File: config.mk
export PLATFORM = sky130hd
export DESIGN_NAME = tweet_serializer
export DESIGN_NICKNAME = d
export VERILOG_FILES = /design/src/rtl/tweet_serializer.sv
export SDC_FILE = /design/constraint.sdc
export NUM_CORES = 1
export LEC_CHECK = 0
export BUFFER_PORTS_ARGS = -buffer_cell sky130_fd_sc_hd__buf_2
export CAP_MARGIN = 20
export CORE_AREA = 2 2 68 86
export DETAILED_ROUTE_END_ITERATION = 10
export DIE_AREA = 0 0 70 88
export PLACE_DENSITY = 0.78
export SLEW_MARGIN = 15
export SYNTH_ARGS = -nofsm -noshare
export SYNTH_HDL_FRONTEND = slang
export SYNTH_SLANG_ARGS = --single-unit
export TNS_END_PERCENT = 100
File: constraint.sdc
create_clock -name sysclk -period 3.3 [get_ports sysclk]
set_input_delay 0 -clock sysclk [delete_from_list [all_inputs] [get_ports sysclk]]
set_output_delay 0 -clock sysclk [all_outputs]
set_load 0.01 [all_outputs]
File: src/rtl/tweet_serializer.sv
// UART 8N1 transmitter fed from a small power-of-two byte FIFO.
// Line idles high; frames are start(0), 8 data bits LSB first, then stop(1).
module tweet_serializer #(
    parameter int CLK_FREQ   = 100_000_000,
    parameter int BAUD       = 9600,
    parameter int FIFO_DEPTH = 4
) (
    input  logic                          sysclk,
    input  logic                          reset,
    input  logic                          active,
    input  logic [7:0]                    data_in,
    input  logic                          data_valid,
    output logic                          data_ready,
    output logic                          serialOut,
    output logic                          busy,
    output logic [$clog2(FIFO_DEPTH):0]   fifo_count
);
    localparam int CPB = CLK_FREQ / BAUD;
    localparam int TW  = (CPB > 1) ? $clog2(CPB) : 1;
    localparam int AW  = $clog2(FIFO_DEPTH);
    localparam int CW  = AW + 1;
    localparam logic [TW-1:0] T_LAST = TW'(CPB - 1);

    typedef enum logic [1:0] {IDLE, START, DATA, STOP} state_t;

    state_t         state, state_nx;
    logic [TW-1:0]  timer;
    logic [2:0]     bit_idx;
    logic [7:0]     shift;
    logic [7:0]     mem [FIFO_DEPTH];
    logic [AW-1:0]  wr_ptr, rd_ptr;
    logic [CW-1:0]  count;
    logic           full, empty, push, pop, tick;

    assign full  = (count == CW'(FIFO_DEPTH));
    assign empty = (count == '0);
    assign tick  = (state != IDLE) && (timer == T_LAST);
    // Push uses the pre-edge full flag, so a same-edge pop never frees a slot early.
    assign push  = data_valid && !full;
    assign pop   = active && !empty && ((state == IDLE) || (state == STOP && tick));

    always_ff @(posedge sysclk or negedge reset) begin
        if (!reset) state <= IDLE;
        else        state <= state_nx;
    end

    always_comb begin
        state_nx = state;
        case (state)
            IDLE:    if (pop) state_nx = START;
            START:   if (tick) state_nx = DATA;
            DATA:    if (tick && bit_idx == 3'd7) state_nx = STOP;
            STOP:    if (tick) state_nx = pop ? START : IDLE;
            default: state_nx = IDLE;
        endcase
    end

    always_comb begin
        serialOut  = 1'b1;
        busy       = (state != IDLE);
        data_ready = !full;
        fifo_count = count;
        case (state)
            START:   serialOut = 1'b0;
            DATA:    serialOut = shift[0];
            default: serialOut = 1'b1;
        endcase
    end

    always_ff @(posedge sysclk or negedge reset) begin
        if (!reset) begin
            timer   <= '0;
            bit_idx <= '0;
            shift   <= '0;
        end else begin
            timer <= (state == IDLE || tick) ? '0 : timer + TW'(1);
            if (state == START && tick)
                bit_idx <= '0;
            else if (state == DATA && tick)
                bit_idx <= bit_idx + 3'd1;
            if (pop)
                shift <= mem[rd_ptr];
            else if (state == DATA && tick)
                shift <= {1'b0, shift[7:1]};
        end
    end

    always_ff @(posedge sysclk) begin
        if (push) mem[wr_ptr] <= data_in;
    end

    always_ff @(posedge sysclk or negedge reset) begin
        if (!reset) begin
            wr_ptr <= '0;
            rd_ptr <= '0;
            count  <= '0;
        end else begin
            if (push) wr_ptr <= wr_ptr + AW'(1);
            if (pop)  rd_ptr <= rd_ptr + AW'(1);
            case ({push, pop})
                2'b10:   count <= count + CW'(1);
                2'b01:   count <= count - CW'(1);
                default: count <= count;
            endcase
        end
    end
endmodule

==> results.cfg <==
[outcome]
status = finished clean

[power]
combPwrFrac = 0.140
leakage_nw = 1.503
p_per_area_mw_per_mm2 = 551.9
pwr-share-seq = 0.525
power_mw = 1.974
p_sw_frac = 0.2685
ir_drop_mv = 0.4829
p_clk_frac = 0.336
p_switching_mw = 0.5301
intPower_mw = 1.444

[critical_path]
crit_slowest_cell = dfrtp_1
cp-startpoint = timer[0]
worst-setup-path-type = reg2reg
cp.required_ns = 3.56
cp_max_fo = 9
crit-reg2reg-launch = timer[0]
ff2ff_path_depth = 11
worstSetupEndpoint = fifo_count[2]
max_stage_delay_ns = 0.39
arrival_ns = 2.99
critPathCaptureType = flip-flop
ff2ff_setup_slack_ns = 0.58
crit_path_start_kind = flip-flop
path_cells = ha_1 > and4_1 > a41oi_2 > nand2b_1 > inv_1 > ha_1 > inv_1 > fa_1 > xor2_1 > nor2_1 > xor2_1
r2r-end = fifo_count[2]

[sta]
fin_crit_ns = 2.725
rsz0062_at_grt = no
tightest_slew_ns = 0.7468
fin_setup_tns_ns = 0
fin_crit_sh = 0.8257
clock.fmax_mhz = 367.0
final-setup-viol-count = 0
final_max_slew_viol_count = 0
relSlewSlack = 0.5021
fin_skew_ns = 0.006815
final_hold_viol_count = 0

[final_layout]
antenna_cells = 0
fin_nets = 293
ff_latch_area_mm2 = 0.001812
fillers = 380
multi_input_area_mm2 = 0.001237
drive_gt1_frac = 0.2206
final_cell_count_no_fill = 336
syn_to_final_growth_pct = 13.86

[yosys]
synth_edf_count = 32
yosysMostFrequentCell = dfrtp_1
syn_area_per_cell_um2 = 13.37
netlist.area_leader.share = 0.3059
synth_commonest_cells = dfrtp_1, edfxtp_1, nor2_1
ys_seq_area_frac = 0.5767
synthTopCellsByArea = edfxtp_1, dfrtp_1, mux4_2
ys_warn_count = 0
yosysUniqueCellTypes = 49
synthArstFlopShare = 0.5152
syn_area_mm2 = 0.003142
synth_flop_cell = dfrtp_1
syn_nets = 261
yosys.area.top_type = edfxtp_1
syn_inst = 235
synth_seq_cells = 66

[clock_tree]
cts_setup_buffers = 0
cts_root_buf = clkbuf_8
cts.path.max_buffers = 2
insertion_delay_ns = 0.34
cts.sinks = 66
numCtsBuffers = 9
htreeDepth = 3
cts_tree = done
cts.clk_slew.worst_paths_ns = 0.07

[detailed_routing]
drc_errors = 0
drt-total-wl_mm = 5.210
drt_pass1_iterations = 4
drtIter0Drc = 116
vias = 1894
m1WireLength_mm = 2.225
wl_per_cell_um = 15.51
ant_nets = 0
top_layer_used = met4
via_per_inst = 5.637
route.met3.wl_um = 135
wl_met2_mm = 2.742

[floorplan]
io_pins = 18
initial_core_util = 0.5894
die_height_um = 88
rows = 30
die_w_um = 70
die_area_mm2 = 0.006160
design.core.area_mm2 = 0.005330

[placed_design]
dpl.cell_count = 311
portBuffers = 17
place_congestion = 0.7571
dp_hpwl_mm = 3.613

[global_route]
overflow = 0
track_usage = 0.1960
grt_pass1_vias = 1961
antenna_found_initial = 0
grt_start_max_net_pins = 35
grt_pass1_wl_mm = 9.039

[min_path]
hp-class = in2reg

[run]
cap_violations = 0
-- how the worst min path moves through the flow --
stage	startpoint	end	slack (ns)	cells after the start
2_1_floorplan	reset	bit_idx[0]	-0.30	0
3_3_place_gp	reset	bit_idx[0]	0.12	1
3_5_place_dp	reset	bit_idx[0]	0.12	1
4_1_cts	data_valid	wr_ptr[0]	0.06	3
5_1_grt	data_valid	wr_ptr[0]	0.09	3
6_report	data_valid	wr_ptr[0]	0.08	3
-- cells by family (layout without fill, tap and decap cells) --
family	after synthesis	count (layout)	share of synthesized area
adder cells (fa/ha/maj)	14	14	0.05815
AO/OA/AOI/OAI	28	28	0.06532
buffers and inverters	23	60	0.02947
multiplexers	18	18	0.09080
flip-flops	66	66	0.5767
AND/OR/NAND/NOR	71	71	0.1378
XOR/XNOR	15	15	0.04182
-- routing by layer --
layer  up-vias  GRT usage
met2        24     0.3377
met4         0     0.1049
li1        931          -
met3         9    0.04833
met1       930     0.2283
met5         -          0
-- state kept, by name, indices dropped and copies added (netlist names) --
| signal | count |
|---|---|
| mem | 32 |
| timer | 14 |
| shift | 8 |
| bit_idx | 3 |
| fifo_count | 3 |
| rd_ptr | 2 |
| state | 2 |
| wr_ptr | 2 |
-- power by group through the flow --
stage | logic [mW] | clock network (mW) | registers, mW
2_1_floorplan | 0.165 | 0 | 1.05
3_3_place_gp | 0.261 | 0 | 1.05
3_5_place_dp | 0.272 | 0 | 1.05
4_1_cts | 0.282 | 0.678 | 1.04
5_1_grt | 0.313 | 0.708 | 1.05
6_report | 0.276 | 0.663 | 1.04
-- final cells by class --
cell class                 instances  area share
clock buffer                       9     0.03463
clock inverter                     7     0.01959
inverter                          15     0.01574
multi-input combinational        146      0.3459
sequential                        66      0.5065
tap                               64     0.02239
timing repair buffer              29     0.05526
-- worst max-delay path: cells and delay by family, from the launching register on --
kind            cells  cell delay (ns)
xor+xnor            2             0.32
simple gates        3             0.74
compound gates      1             0.29
flops               1             0.39
fa+ha+maj           3             0.78
buf+inv             2             0.12
-- what timing repair did --
action,CTS,global route
gates resized for setup,0,0
endpoints found under the hold margin,66,0
hold buffers,9,0
-- per-stage QoR --
step           worst slack (ns)    util  area [um2]  hold WS (ns)
2_1_floorplan            0.7293       -        3142       -0.2956
3_3_place_gp             0.7512  0.6178        3293        0.1188
3_5_place_dp             0.6052  0.6178        3293        0.1228
4_1_cts                  0.5716  0.6711        3577       0.06051
5_1_grt                  0.3493  0.6711        3577       0.09226
6_report                 0.5753  0.6711        3577       0.07760
-- cell usage in the layout (no fill, tap or decap), types with 2 or more instances in the layout --
cell type and instances:
dfrtp_1 34, edfxtp_1 32, buf_2 17, nor2_1 16
inv_1 15, ha_1 13, a21oi_1 11, clkbuf_8 9
dlygate4sd3_1 9, xor2_1 8, nor3_1 8, mux4_2 8
nand3_1 7, nand2_1 7, xnor2_1 7, mux2i_1 6
and3_1 5, o21ai_0 4, nand4_1 4, or3b_2 3
o22ai_1 3, mux2_2 3, clkinv_2 3, buf_4 3
and4_1 2, nand2b_1 2, or3_1 2, nor4_1 2
nor2b_1 2, a31oi_1 2, nor3b_1 2, clkinv_4 2
Power figures use the tool's default switching activity.
